$ cat src/rtl/imm_gen_pkg.sv
// rtl/imm_gen_pkg.sv - immediate-type encodings and RISC-V opcode constants
package imm_gen_pkg;

    typedef enum logic [2:0] {
        IMM_NONE  = 3'd0,
        IMM_I     = 3'd1,
        IMM_S     = 3'd2,
        IMM_B     = 3'd3,
        IMM_U     = 3'd4,
        IMM_J     = 3'd5,
        IMM_SHAMT = 3'd6,
        IMM_ZIMM  = 3'd7
    } imm_type_e;

    localparam logic [6:0] OP_LOAD   = 7'b0000011;
    localparam logic [6:0] OP_IMM    = 7'b0010011;
    localparam logic [6:0] OP_JALR   = 7'b1100111;
    localparam logic [6:0] OP_STORE  = 7'b0100011;
    localparam logic [6:0] OP_BRANCH = 7'b1100011;
    localparam logic [6:0] OP_JAL    = 7'b1101111;
    localparam logic [6:0] OP_LUI    = 7'b0110111;
    localparam logic [6:0] OP_AUIPC  = 7'b0010111;
    localparam logic [6:0] OP_SYSTEM = 7'b1110011;

    localparam logic [2:0] F3_SLL = 3'b001;
    localparam logic [2:0] F3_SRX = 3'b101;

endpackage

$ cat src/rtl/imm_decode.sv
// rtl/imm_decode.sv - combinational RV32/RV64 immediate extraction and typing
import imm_gen_pkg::*;

module imm_decode #(
    parameter int XLEN    = 32,
    parameter bit EN_ZIMM = 1'b1
) (
    input  logic [31:0]     instr_i,
    output logic [XLEN-1:0] imm_o,
    output imm_type_e       type_o
);

    logic [6:0]         w_opcode;
    logic [2:0]         w_funct3;
    logic [5:0]         w_shamt;
    logic signed [11:0] w_imm_i;
    logic signed [11:0] w_imm_s;
    logic signed [12:0] w_imm_b;
    logic signed [20:0] w_imm_j;
    logic signed [31:0] w_imm_u;

    assign w_opcode = instr_i[6:0];
    assign w_funct3 = instr_i[14:12];
    // RV32 shifts only own a 5-bit shamt; bit 25 belongs to funct7 there
    assign w_shamt  = (XLEN == 64) ? instr_i[25:20] : {1'b0, instr_i[24:20]};
    assign w_imm_i  = instr_i[31:20];
    assign w_imm_s  = {instr_i[31:25], instr_i[11:7]};
    assign w_imm_b  = {instr_i[31], instr_i[7], instr_i[30:25], instr_i[11:8], 1'b0};
    assign w_imm_j  = {instr_i[31], instr_i[19:12], instr_i[20], instr_i[30:21], 1'b0};
    assign w_imm_u  = {instr_i[31:12], 12'b0};

    // signed temporaries make the width casts below sign-extend
    always_comb begin
        imm_o  = '0;
        type_o = IMM_NONE;
        case (w_opcode)
            OP_LOAD, OP_JALR: begin
                imm_o  = XLEN'(w_imm_i);
                type_o = IMM_I;
            end
            OP_IMM: begin
                if (w_funct3 == F3_SLL || w_funct3 == F3_SRX) begin
                    imm_o  = XLEN'(w_shamt);
                    type_o = IMM_SHAMT;
                end else begin
                    imm_o  = XLEN'(w_imm_i);
                    type_o = IMM_I;
                end
            end
            OP_STORE: begin
                imm_o  = XLEN'(w_imm_s);
                type_o = IMM_S;
            end
            OP_BRANCH: begin
                imm_o  = XLEN'(w_imm_b);
                type_o = IMM_B;
            end
            OP_JAL: begin
                imm_o  = XLEN'(w_imm_j);
                type_o = IMM_J;
            end
            OP_LUI, OP_AUIPC: begin
                imm_o  = XLEN'(w_imm_u);
                type_o = IMM_U;
            end
            OP_SYSTEM: begin
                if (EN_ZIMM && w_funct3[2]) begin
                    imm_o  = XLEN'(instr_i[19:15]);
                    type_o = IMM_ZIMM;
                end
            end
            default: ;
        endcase
    end

endmodule

$ cat src/rtl/imm_gen_pipe.sv
// rtl/imm_gen_pipe.sv - registered immediate generator with 2-entry skid buffer
import imm_gen_pkg::*;

module imm_gen_pipe #(
    parameter int XLEN    = 32,
    parameter bit EN_ZIMM = 1'b1
) (
    input  logic            clk,
    input  logic            rst_n,
    input  logic            flush_i,
    input  logic            in_valid_i,
    output logic            in_ready_o,
    input  logic [31:0]     instr_i,
    output logic            out_valid_o,
    input  logic            out_ready_i,
    output logic [31:0]     instr_o,
    output logic [XLEN-1:0] imm_o,
    output logic [2:0]      imm_type_o
);

    if (XLEN != 32 && XLEN != 64) begin : g_bad_xlen
        $error("imm_gen_pipe: XLEN must be 32 or 64");
    end

    logic [XLEN-1:0] w_dec_imm;
    imm_type_e       w_dec_type;
    logic            w_accept;
    logic            w_consume;

    logic            r_main_valid;
    logic [31:0]     r_main_instr;
    logic [XLEN-1:0] r_main_imm;
    imm_type_e       r_main_type;
    logic            r_skid_valid;
    logic [31:0]     r_skid_instr;
    logic [XLEN-1:0] r_skid_imm;
    imm_type_e       r_skid_type;

    imm_decode #(
        .XLEN    (XLEN),
        .EN_ZIMM (EN_ZIMM)
    ) u_decode (
        .instr_i (instr_i),
        .imm_o   (w_dec_imm),
        .type_o  (w_dec_type)
    );

    assign w_accept  = in_valid_i && !r_skid_valid;
    assign w_consume = r_main_valid && out_ready_i;

    // skid can only fill while main is valid, so main empty implies skid empty
    always_ff @(posedge clk or negedge rst_n) begin
        if (!rst_n) begin
            r_main_valid <= 1'b0;
            r_main_instr <= '0;
            r_main_imm   <= '0;
            r_main_type  <= IMM_NONE;
            r_skid_valid <= 1'b0;
            r_skid_instr <= '0;
            r_skid_imm   <= '0;
            r_skid_type  <= IMM_NONE;
        end else if (flush_i) begin
            r_main_valid <= 1'b0;
            r_skid_valid <= 1'b0;
        end else if (!r_main_valid || w_consume) begin
            if (r_skid_valid) begin
                r_main_valid <= 1'b1;
                r_main_instr <= r_skid_instr;
                r_main_imm   <= r_skid_imm;
                r_main_type  <= r_skid_type;
                r_skid_valid <= 1'b0;
            end else begin
                r_main_valid <= w_accept;
                if (w_accept) begin
                    r_main_instr <= instr_i;
                    r_main_imm   <= w_dec_imm;
                    r_main_type  <= w_dec_type;
                end
            end
        end else if (w_accept) begin
            r_skid_valid <= 1'b1;
            r_skid_instr <= instr_i;
            r_skid_imm   <= w_dec_imm;
            r_skid_type  <= w_dec_type;
        end
    end

    assign in_ready_o  = !r_skid_valid;
    assign out_valid_o = r_main_valid;
    assign instr_o     = r_main_instr;
    assign imm_o       = r_main_imm;
    assign imm_type_o  = r_main_type;

endmodule

$ cat config.mk
export PLATFORM = sky130hd
export DESIGN_NAME = imm_gen_pipe
export DESIGN_NICKNAME = d
export VERILOG_FILES = /design/src/rtl/imm_gen_pkg.sv /design/src/rtl/imm_decode.sv /design/src/rtl/imm_gen_pipe.sv
export SDC_FILE = /design/constraint.sdc
export NUM_CORES = 1
export LEC_CHECK = 0
export ABC_AREA = 1
export CAP_MARGIN = 20
export CORE_ASPECT_RATIO = 2
export CORE_MARGIN = 8
export CORE_UTILIZATION = 35
export DETAILED_ROUTE_END_ITERATION = 16
export PLACE_DENSITY = 0.56
export SLEW_MARGIN = 10
export SYNTH_ARGS = -nofsm -noshare
export SYNTH_HDL_FRONTEND = slang
export SYNTH_SLANG_ARGS = --single-unit
$ cat constraint.sdc
create_clock -name clk -period 2.9 [get_ports clk]
set_input_delay 0.58 -clock clk [delete_from_list [all_inputs] [get_ports clk]]
set_output_delay 0.58 -clock clk [all_outputs]
set_load 0.005 [all_outputs]
==> results of run 1 <==
[where the power goes]
group / switching (mW) / internal (mW)
logic: 0.447 / 0.440
registers: 0.134 / 2.17
clock network: 0.839 / 1.51
total: 1.42 / 4.12
[cells by family after synthesis]
family,after synthesis
AO/OA/AOI/OAI,129
buffers and inverters,129
flip-flops,136
AND/OR/NAND/NOR,583
[layer usage]
layer | up-vias | global-route usage, % | share of wire, %
met1 | 3002 | 20.5 | 41
met2 | 157 | 29.5 | 52
met4 | 0 | 8.72 | 3.1
met5 | - | 0 | 0
li1 | 3299 | - | -
met3 | 31 | 3.04 | 4.0
[worst min-delay path by stage]
stage | slack, ps | startpoint | depth (start not counted) | to
after floorplan | 280 | rst_n | 0 | imm_o[0]
after global placement | 460 | r_skid_type[2] | 2 | r_skid_type[2]
after detailed placement | 460 | r_skid_instr[3] | 2 | r_skid_instr[3]
after CTS | 120 | rst_n | 1 | imm_o[26]
after global routing | 140 | rst_n | 1 | imm_o[26]
final | 110 | rst_n | 1 | imm_o[26]
[Yosys cell counts]
library cell	n
sky130_fd_sc_hd__nand2_1	370
sky130_fd_sc_hd__dfrtp_1	136
sky130_fd_sc_hd__nor2_1	104
sky130_fd_sc_hd__nand3_1	64
sky130_fd_sc_hd__inv_1	46
sky130_fd_sc_hd__o21ai_0	46
sky130_fd_sc_hd__o21ai_1	38
sky130_fd_sc_hd__nand4_1	33
sky130_fd_sc_hd__o21ai_2	32
sky130_fd_sc_hd__buf_2	24
sky130_fd_sc_hd__clkbuf_1	20
sky130_fd_sc_hd__inv_2	16
sky130_fd_sc_hd__a21oi_1	12
sky130_fd_sc_hd__buf_6	7
sky130_fd_sc_hd__buf_1	6
sky130_fd_sc_hd__nor3_1	6
sky130_fd_sc_hd__clkinv_1	5
sky130_fd_sc_hd__buf_4	4
sky130_fd_sc_hd__nor2_4	2
sky130_fd_sc_hd__inv_4	1
sky130_fd_sc_hd__nand3_2	1
sky130_fd_sc_hd__nor2_2	1
sky130_fd_sc_hd__nor3_4	1
sky130_fd_sc_hd__o211ai_1	1
sky130_fd_sc_hd__or2_1	1
[metrics by stage]
stage / instance area (sq um) / setup WS [ps] / cells / utilization (%) / hold slack, ps
after floorplan: 7150 / 1140 / 977 / - / 284
after global placement: 8470 / 349 / 1313 / 41.8 / 456
after detailed placement: 8470 / 350 / 1313 / 41.8 / 462
after CTS: 9110 / 785 / 1345 / 44.9 / 122
after global routing: 9110 / 564 / 1347 / 44.9 / 138
final: 9110 / 763 / 1347 / 44.9 / 108
[layout make-up]
class / count / area (sq um)
inverter: 68 / 259
multi-input combinational: 712 / 3170
antenna: 2 / 5.00
clock buffer: 21 / 470
clock inverter: 11 / 170
tap: 266 / 333
sequential: 136 / 3400
fill: 2093 / 11200
timing repair buffer: 131 / 1300
[state kept, by name, summed over array words and instances (netlist names)]
signal / count
imm_o: 32
imm_type_o: 3
instr_o: 32
out_valid_o: 1
r_skid_imm: 32
r_skid_instr: 32
r_skid_type: 3
r_skid_valid: 1
[worst max-delay path: cells and delay by family]
family | cells | cell delay (ps)
buf+inv | 3 | 810
simple gates | 8 | 1080
==> results.sh, run 1 <==
export IMPL_worstPathRequired_ps=3250
export IMPL_slowest_stage="sky130_fd_sc_hd__clkdlybuf4s50_1"
export IMPL_p_total_mw=5.54
export IMPL_clkTransAtPathRegs_ps=60
export IMPL_drt_total_wl_mm=21.1
export IMPL_timing_worst_slew_pin_value_ps=569
export IMPL_yosys_area_share_xor_xnor_pct=0
export IMPL_dp_final_hpwl_mm=15.0
export IMPL_synth_top_cell_area_share_pct=47.6
export IMPL_post_cts_setup_buffers=0
export IMPL_clock_sinks=136
export IMPL_synth_warning_count=0
export IMPL_avgSynthCellArea_sq_um=7.32
export IMPL_antenna_found_initial=2
export IMPL_finalSetupViolCount=0
export IMPL_status="finished, final reports clean"
export IMPL_mapped_cells=977
export IMPL_critical_path_most_common_cell="sky130_fd_sc_hd__nand2_1"
export IMPL_timing_reg2reg_setup_slack_ps=1110
export IMPL_critical_path_end="r_skid_imm[20]"
export IMPL_floorplan_die_area_sq_um=25500
export IMPL_global_placement_routability_congestion=0.820
export IMPL_chipWidth_um=117
export IMPL_worstHoldPathType="input pin to async pin"
export IMPL_ir_worst_vdd_uv=299
export IMPL_wl_per_cell_um=15.7
export IMPL_placementRows=74
export IMPL_clkLatencyLatePin_ps=420
export IMPL_detailroute_via_count=6489
export IMPL_port_buffers=105
export IMPL_yosys_register_bits=136
export IMPL_grt_first_pass_wirelength_mm=34.2
export IMPL_post_route_drc_count=0
export IMPL_detail_route_antenna_nets=0
export IMPL_static_leakage_power_nw=4.89
export IMPL_area_growth_synth_to_final_pct=27.4
export IMPL_layout_commonest_cell="sky130_fd_sc_hd__nand2_1"
export IMPL_most_common_layout_cells="sky130_fd_sc_hd__nand2_1, sky130_fd_sc_hd__dfrtp_1, sky130_fd_sc_hd__nor2_1, sky130_fd_sc_hd__clkdlybuf4s50_1, sky130_fd_sc_hd__nand3_1"
export IMPL_grt_setup_unrepaired="false"
export IMPL_setup_tns_ps=0
export IMPL_drt_pass1_iterations=5
export IMPL_critical_path_class="input pin to flip-flop"
export IMPL_yosysUniqueCellTypes=25
export IMPL_ioPinCount=106
export IMPL_yosysSeqAreaShare_pct=47.6
export IMPL_synth_compound_area_share_pct=10.7
export IMPL_max_freq_mhz=468
export IMPL_layout_drive_gt1_share_pct=10.5
export IMPL_post_cts_resized=0
export IMPL_ctsHoldBuffers=0
export IMPL_globalRouteTotalUtil_pct=17.4
export IMPL_finClkSkew_ps=5.49
export IMPL_simple_gate_share_of_the_synthesized_area_pct=33.5
export IMPL_avgViaCountPerCell=4.82
export IMPL_finalCritPeriodShare_pct=73.7
export IMPL_floorplan_initialDensity_pct=35.3
export IMPL_netlist_top_cells_area="sky130_fd_sc_hd__dfrtp_1, sky130_fd_sc_hd__nand2_1, sky130_fd_sc_hd__nor2_1"
export IMPL_synth_mux_area_share_pct=0
export IMPL_first_global_vias=6334
export IMPL_power_density_cell_area_nw_per_um2=608
export IMPL_max_stage_delay_ps=470
export IMPL_cp_arrival_ps=2490
export IMPL_grt_max_degree=124
export IMPL_dominant_combinational_cell_family_by_area_after_synthesis="simple AND/OR/NAND/NOR gates"
export IMPL_cap_viol_max_count=0
export IMPL_floorplan_core_area_sq_um=20300
export IMPL_grt_ovfl_total=0
export IMPL_synth_fa_ha_area_share_pct=0
export IMPL_timing_critical_path_from_type="input pin"
export IMPL_timing_slew_headroom_pct=62.0
export IMPL_vertical_die_dimension_um=218
export IMPL_synth_top_cell_by_area="sky130_fd_sc_hd__dfrtp_1"
export IMPL_fin_nets=1103
export IMPL_htree_num_levels=4
export IMPL_tritoncts="done"
export IMPL_report_final_hold_viol_count=0
export IMPL_drt_first_iter_violations=454
export IMPL_startpoint="instr_i[2]"
export IMPL_fin_crit_ps=2140
export IMPL_rr_startpoint="out_valid_o"
export IMPL_slew_viols_final=0
export IMPL_max_clock_path_buffers=2
export IMPL_worst_path_max_fanout=14
export IMPL_worst_r2r_endpoint="r_skid_type[2]"
export IMPL_crit_path_end_kind="flip-flop"
export IMPL_worst_r2r_cell_count=8
export IMPL_cts_root_buf="sky130_fd_sc_hd__clkbuf_16"
export IMPL_synth_fp_nets=1014
export IMPL_syn_cell_area_sq_um=7150
export IMPL_cts_buffers=17
export IMPL_worstPathCellList="clkdlybuf4s50_1 -> inv_2 -> nand2_1 -> nor2_4 -> buf_4 -> nand3_2 -> nand2_1 -> nor2_1 -> nand2_1 -> nand2_1 -> nand2_1"
Note: power is estimated with default switching activity, not from simulation.
==> run 2, diff against run 1 <==
==> constraint.sdc (replaced) <==
create_clock -name clk -period 2.17 [get_ports clk]
set_input_delay 0.434 -clock clk [delete_from_list [all_inputs] [get_ports clk]]
set_output_delay 0.434 -clock clk [all_outputs]
set_load 0.005 [all_outputs]
==> results.sh, run 2 (same netlist as run 1, synthesis figures left out) <==
export IMPL_status="finished, final reports clean"
export IMPL_worst_path_max_fanout=21
export IMPL_floorplan_die_area_sq_um=25500
export IMPL_detail_route_antenna_nets=0
export IMPL_power_density_cell_area_nw_per_um2=775
export IMPL_htree_num_levels=4
export IMPL_critical_path_class="flip-flop to primary output"
export IMPL_clkTransAtPathRegs_ps=60
export IMPL_post_cts_setup_buffers=0
export IMPL_max_clock_path_buffers=2
export IMPL_clkLatencyLatePin_ps=420
export IMPL_grt_ovfl_total=0
export IMPL_fin_crit_ps=2070
export IMPL_drt_pass1_iterations=5
export IMPL_preCtsSetupSlack_ps=-52.7
export IMPL_cts_root_buf="sky130_fd_sc_hd__clkbuf_16"
export IMPL_cp_num_buf_inv=2
export IMPL_cpLargestDelayFamily="buffers and inverters"
export IMPL_post_route_worst_setup_slack_ps=95.8
export IMPL_final_area_sq_um=9320
export IMPL_post_cts_resized=0
export IMPL_antenna_found_initial=1
export IMPL_global_placement_routability_congestion=0.885
export IMPL_slowest_stage="sky130_fd_sc_hd__clkdlybuf4s50_1"
export IMPL_port_buffers=105
export IMPL_cp_arrival_ps=1640
export IMPL_finClkSkew_ps=5.31
export IMPL_worst_r2r_cell_count=7
export IMPL_report_final_hold_viol_count=0
export IMPL_hold_ws_ps=473
export IMPL_chipWidth_um=117
export IMPL_placementRows=74
export IMPL_avgViaCountPerCell=4.80
export IMPL_drt_total_wl_mm=21.6
export IMPL_clock_sinks=136
export IMPL_grt_setup_unrepaired="false"
export IMPL_fin_nets=1126
export IMPL_ioPinCount=106
export IMPL_dp_final_hpwl_mm=15.9
export IMPL_rr_startpoint="r_skid_valid"
export IMPL_globalRouteTotalUtil_pct=17.8
export IMPL_most_common_layout_cells="sky130_fd_sc_hd__nand2_1, sky130_fd_sc_hd__dfrtp_1, sky130_fd_sc_hd__nor2_1, sky130_fd_sc_hd__clkdlybuf4s50_1, sky130_fd_sc_hd__nand3_1"
export IMPL_ir_worst_vdd_uv=436
export IMPL_cts_buffers=17
export IMPL_startpoint="r_skid_valid"
export IMPL_post_route_util_pct=46.0
export IMPL_crit_path_end_kind="primary output"
export IMPL_floorplan_initialDensity_pct=35.3
export IMPL_detailroute_via_count=6570
export IMPL_timing_slew_headroom_pct=65.1
export IMPL_grt_max_degree=53
export IMPL_finalCritPeriodShare_pct=95.6
export IMPL_first_global_vias=6470
export IMPL_p_total_mw=7.23
export IMPL_max_freq_mhz=482
export IMPL_drt_first_iter_violations=451
export IMPL_floorplan_core_area_sq_um=20300
export IMPL_timing_critical_path_from_type="flip-flop"
export IMPL_static_leakage_power_nw=5.02
export IMPL_slew_viols_final=0
export IMPL_cap_viol_max_count=0
export IMPL_timing_worst_slew_pin_value_ps=523
export IMPL_layout_commonest_cell="sky130_fd_sc_hd__nand2_1"
export IMPL_wl_per_cell_um=15.8
export IMPL_layout_drive_gt1_share_pct=11.9
export IMPL_worstPathCellList="clkinv_2 -> clkdlybuf4s50_1"
export IMPL_vertical_die_dimension_um=218
export IMPL_path_depth=2
export IMPL_worstPathRequired_ps=1740
export IMPL_grt_first_pass_wirelength_mm=34.5
export IMPL_area_growth_synth_to_final_pct=30.3
export IMPL_max_stage_delay_ps=570
export IMPL_tritoncts="done"
export IMPL_dpl_instance_area_sq_um=8730
export IMPL_finalSetupViolCount=0
export IMPL_post_route_drc_count=0
export IMPL_worstHoldPathType="input pin to async pin"
==> run 2: changes by cell type in the layout (fill, tap and decap cells not counted), moves of 2 or more <==
cell	previous run	this run
sky130_fd_sc_hd__buf_4	22	36
sky130_fd_sc_hd__buf_12	4	12
sky130_fd_sc_hd__clkbuf_1	1	4
sky130_fd_sc_hd__clkbuf_8	3	1
sky130_fd_sc_hd__clkinv_2	3	5
sky130_fd_sc_hd__clkinv_4	2	0
==> run 2: path summary, 6_finish.rpt <==
kind / endpoint / slack (ps)
worst max register to register: imm_o[8] / 400
max in group asynchronous: imm_o[15] / 1020
worst min register to register: r_skid_instr[26] / 470
min in group clk: r_skid_instr[26] / 470
worst min-delay path: imm_o[28] / 470
worst max-delay path: in_ready_o / 100
==> run 2: worst reg2reg max path: cells and delay by family, from the launching register on <==
family	cells	cell delay (ps)
AOI/OAI and AO/OA	2	480
buffers and inverters	2	540
and+or+nand+nor	3	340
DFF	1	360
==> run 2: power by group <==
part	switching (mW)	total, mW	internal [mW]
clock	1.10	2.92	1.82
combinational	0.610	1.23	0.618
sequential	0.178	3.08	2.90
total	1.89	7.23	5.34
==> run 2: area by class of cell <==
class	instances	area, sq um
Fill cell	2017	11000
Sequential cell	136	3400
Multi-Input combinational cell	712	3170
Timing Repair Buffer	154	1570
Clock buffer	22	454
Tap cell	266	333
Inverter	68	259
Clock inverter	9	125
Antenna cell	1	2.50
==> run 2: timing repair <==
item	4_1_cts	5_1_grt
setup endpoints to repair	0	0
hold buffers	1	0
endpoints found under the hold margin	30	0
==> run 2: through the flow <==
step / setup TNS [ps] / instances
after floorplan: 0 / 977
after detailed placement: -969 / 1335
after global placement: -66.4 / 1335
after global routing: 0 / 1368
after CTS: 0 / 1367
final: 0 / 1368
==> run 2: metal layers <==
layer,part of all wire (%),global-route usage (%)
met5,0,0
met4,2.5,7.82
met3,3.1,2.63
met2,54,31.9
met1,41,20.0
==> run 3, diff against run 2 <==
--- a/config.mk
+++ b/config.mk
@@ -5,13 +5,13 @@
 export SDC_FILE = /design/constraint.sdc
 export NUM_CORES = 1
 export LEC_CHECK = 0
-export ABC_AREA = 1
+export ABC_AREA = 0
 export CAP_MARGIN = 20
 export CORE_ASPECT_RATIO = 2
 export CORE_MARGIN = 8
 export CORE_UTILIZATION = 35
 export DETAILED_ROUTE_END_ITERATION = 16
-export PLACE_DENSITY = 0.56
+export PLACE_DENSITY = 0.57
 export SLEW_MARGIN = 10
 export SYNTH_ARGS = -nofsm -noshare
 export SYNTH_HDL_FRONTEND = slang
==> results.sh, run 3 <==
export IMPL_status="finished, final reports clean"
export IMPL_grt_ovfl_total=0
export IMPL_avgViaCountPerCell=5.29
export IMPL_critical_path_end="in_ready_o"
export IMPL_worst_r2r_endpoint="instr_o[15]"
export IMPL_cts_buffers=17
export IMPL_detail_route_antenna_nets=0
export IMPL_drt_pass1_iterations=5
export IMPL_syn_cell_area_sq_um=6150
export IMPL_antenna_found_initial=0
export IMPL_path_depth=2
export IMPL_synth_edff_count=0
export IMPL_post_route_drc_count=0
export IMPL_yosys_register_bits=136
export IMPL_global_placement_routability_congestion=0.906
export IMPL_preCtsSetupSlack_ps=-105
export IMPL_slew_viols_final=0
export IMPL_clkTransAtPathRegs_ps=60
export IMPL_cap_viol_max_count=0
export IMPL_worstHoldPathType="flip-flop to flip-flop"
export IMPL_avgSynthCellArea_sq_um=9.15
export IMPL_max_stage_delay_ps=530
export IMPL_synthArstFlopShare_pct=100
export IMPL_layout_commonest_cell="sky130_fd_sc_hd__nand2_1"
export IMPL_post_cts_setup_buffers=0
export IMPL_wl_per_cell_um=18.9
export IMPL_dp_final_hpwl_mm=14.4
export IMPL_port_buffers=105
export IMPL_ioPinCount=106
export IMPL_vertical_die_dimension_um=203
export IMPL_chipWidth_um=110
export IMPL_fin_nets=837
export IMPL_floorplan_die_area_sq_um=22300
export IMPL_startpoint="r_skid_valid"
export IMPL_synth_ff_type="sky130_fd_sc_hd__dfrtp_1"
export IMPL_grt_first_pass_wirelength_mm=30.4
export IMPL_finalSetupViolCount=0
export IMPL_yosysUniqueCellTypes=44
export IMPL_cpLargestDelayFamily="buffers and inverters"
export IMPL_dominant_combinational_cell_family_by_area_after_synthesis="simple AND/OR/NAND/NOR gates"
export IMPL_slowest_stage="sky130_fd_sc_hd__clkdlybuf4s50_1"
export IMPL_floorplan_initialDensity_pct=35.6
export IMPL_worstPathRequired_ps=1740
export IMPL_timing_critical_path_from_type="flip-flop"
export IMPL_clock_sinks=136
export IMPL_globalRouteTotalUtil_pct=17.9
export IMPL_grt_setup_unrepaired="false"
export IMPL_timing_worst_slew_pin_value_ps=539
export IMPL_rr_startpoint="out_valid_o"
export IMPL_clkLatencyLatePin_ps=420
export IMPL_grt_max_degree=49
export IMPL_floorplan_core_area_sq_um=17300
export IMPL_fin_crit_ps=1980
export IMPL_detailroute_via_count=5408
export IMPL_critical_path_class="flip-flop to primary output"
export IMPL_hold_ws_ps=477
export IMPL_synth_warning_count=0
export IMPL_drt_first_iter_violations=267
export IMPL_htree_num_levels=4
export IMPL_power_density_cell_area_nw_per_um2=892
export IMPL_sequentialPowerShare_pct=42.5
export IMPL_area_growth_synth_to_final_pct=35.8
export IMPL_worst_hold_startpoint="r_skid_instr[13]"
export IMPL_p_sw_share_pct=26.2
export IMPL_setup_tns_ps=0
export IMPL_worst_path_max_fanout=5
export IMPL_synth_fp_nets=709
export IMPL_cp_arrival_ps=1550
export IMPL_synth_top_cell_area_share_pct=55.3
export IMPL_post_route_worst_setup_slack_ps=186
export IMPL_ir_worst_vdd_uv=499
export IMPL_simple_gate_share_of_the_synthesized_area_pct=18.2
export IMPL_worst_r2r_cell_count=5
export IMPL_finalCritPeriodShare_pct=91.5
export IMPL_first_global_vias=5600
export IMPL_worstPathCellList="inv_1 -> clkdlybuf4s50_1"
export IMPL_timing_slew_headroom_pct=64.1
export IMPL_report_final_hold_viol_count=0
export IMPL_synth_fa_ha_area_share_pct=0
export IMPL_placementRows=68
export IMPL_mapped_cells=672
export IMPL_yosys_area_share_xor_xnor_pct=0.142
export IMPL_pwr_share_comb_pct=16.0
export IMPL_clock_power_share_pct=41.5
export IMPL_most_common_layout_cells="sky130_fd_sc_hd__nand2_1, sky130_fd_sc_hd__dfrtp_1, sky130_fd_sc_hd__clkdlybuf4s50_1"
export IMPL_max_clock_path_buffers=2
export IMPL_synth_mux_area_share_pct=5.21
export IMPL_netlist_top_cells_area="sky130_fd_sc_hd__dfrtp_1, sky130_fd_sc_hd__nand2_1, sky130_fd_sc_hd__a21oi_1"
export IMPL_power_report_internal_total_mw=5.50
export IMPL_timing_reg2reg_setup_slack_ps=400
export IMPL_final_area_sq_um=8350
export IMPL_dpl_instance_area_sq_um=7710
export IMPL_layout_drive_gt1_share_pct=12.5
export IMPL_static_leakage_power_nw=3.69
export IMPL_yosysMostFrequentCell="sky130_fd_sc_hd__nand2_1"
export IMPL_cts_root_buf="sky130_fd_sc_hd__clkbuf_16"
export IMPL_drt_total_wl_mm=19.3
export IMPL_synth_compound_area_share_pct=16.9
export IMPL_synth_top_cells_by_count="sky130_fd_sc_hd__nand2_1, sky130_fd_sc_hd__dfrtp_1, sky130_fd_sc_hd__a21oi_1"
export IMPL_yosysSeqAreaShare_pct=55.3
export IMPL_max_freq_mhz=504
export IMPL_insertedDiodeCount=0
export IMPL_crit_path_end_kind="primary output"
export IMPL_finClkSkew_ps=7.74
export IMPL_cp_num_buf_inv=2
export IMPL_tritoncts="done"
export IMPL_synth_top_cell_by_area="sky130_fd_sc_hd__dfrtp_1"
export IMPL_netSwitchingPower_mw=1.95
[run 3: cell count changes in the layout (fill, tap and decap cells not counted), sizes merged, moves of 50 or more]
cell / change
a21oi: +66
inv: -56
nand2: -194
nand3: -50
nor2: -69
[run 3: power by group through the flow]
stage | Combinational [mW] | Sequential [mW] | Clock (mW)
final | 1.19 | 3.17 | 3.09
after global routing | 1.33 | 3.22 | 3.23
after global placement | 1.18 | 3.19 | 0
after detailed placement | 1.22 | 3.21 | 0
after CTS | 1.22 | 3.17 | 3.14
after floorplan | 0.487 | 3.17 | 0
[run 3: worst min-delay path by stage]
stage / endpoint / cells past startpoint
3_3_place_gp: instr_o[19] / 1
3_5_place_dp: instr_o[19] / 1
5_1_grt: r_skid_instr[17] / 2
6_report: r_skid_instr[13] / 2
4_1_cts: r_skid_instr[17] / 2
2_1_floorplan: imm_o[0] / 0
[run 3: timing repair]
| item | CTS | global route |
|---|---|---|
| resized for setup | 0 | 0 |
| setup endpoints to repair | 0 | 0 |
| hold buffers | 1 | 0 |
| hold endpoints to repair | 41 | 0 |
[run 3: layout make-up]
type	instances	area, sq um
Fill cell	1641	8920
Sequential cell	136	3400
Multi-Input combinational cell	483	2500
Timing Repair Buffer	159	1550
Inverter	3	11.3
Clock inverter	14	196
Clock buffer	18	429
Tap cell	210	263
[run 3: logic make-up (layout without fill, tap and decap cells)]
kind of cell	count (synthesis)	in the layout
buffers and inverters	53	194
and+or+nand+nor	259	259
xor gates and xnor gates	1	1
muxes	32	32
DFF	136	136
AOI/OAI and AO/OA	191	191
[run 3: worst register-to-register path, cell delays in order, from the launching register on]
cell and delay, ps:
sky130_fd_sc_hd__dfrtp_1 400, sky130_fd_sc_hd__nor2b_1 140, sky130_fd_sc_hd__or3_2 560, sky130_fd_sc_hd__buf_4 320, sky130_fd_sc_hd__nand2_1 120, sky130_fd_sc_hd__o21ai_0 90
[run 3: per-layer routing]
metal	wire, um	vias to the layer above	global-route usage (%)
li1	-	2540	-
met1	7020	2636	18.4
met2	10600	182	32.7
met3	869	50	3.38
met4	837	0	9.71
met5	0	-	0
[run 3: stage by stage]
step | util (%) | power, mW | std cells
after floorplan | - | 3.65 | 672
after global placement | 44.7 | 4.37 | 990
final | 48.3 | 7.44 | 1023
after CTS | 48.3 | 7.53 | 1023
after detailed placement | 44.7 | 4.42 | 990
after global routing | 48.3 | 7.78 | 1023
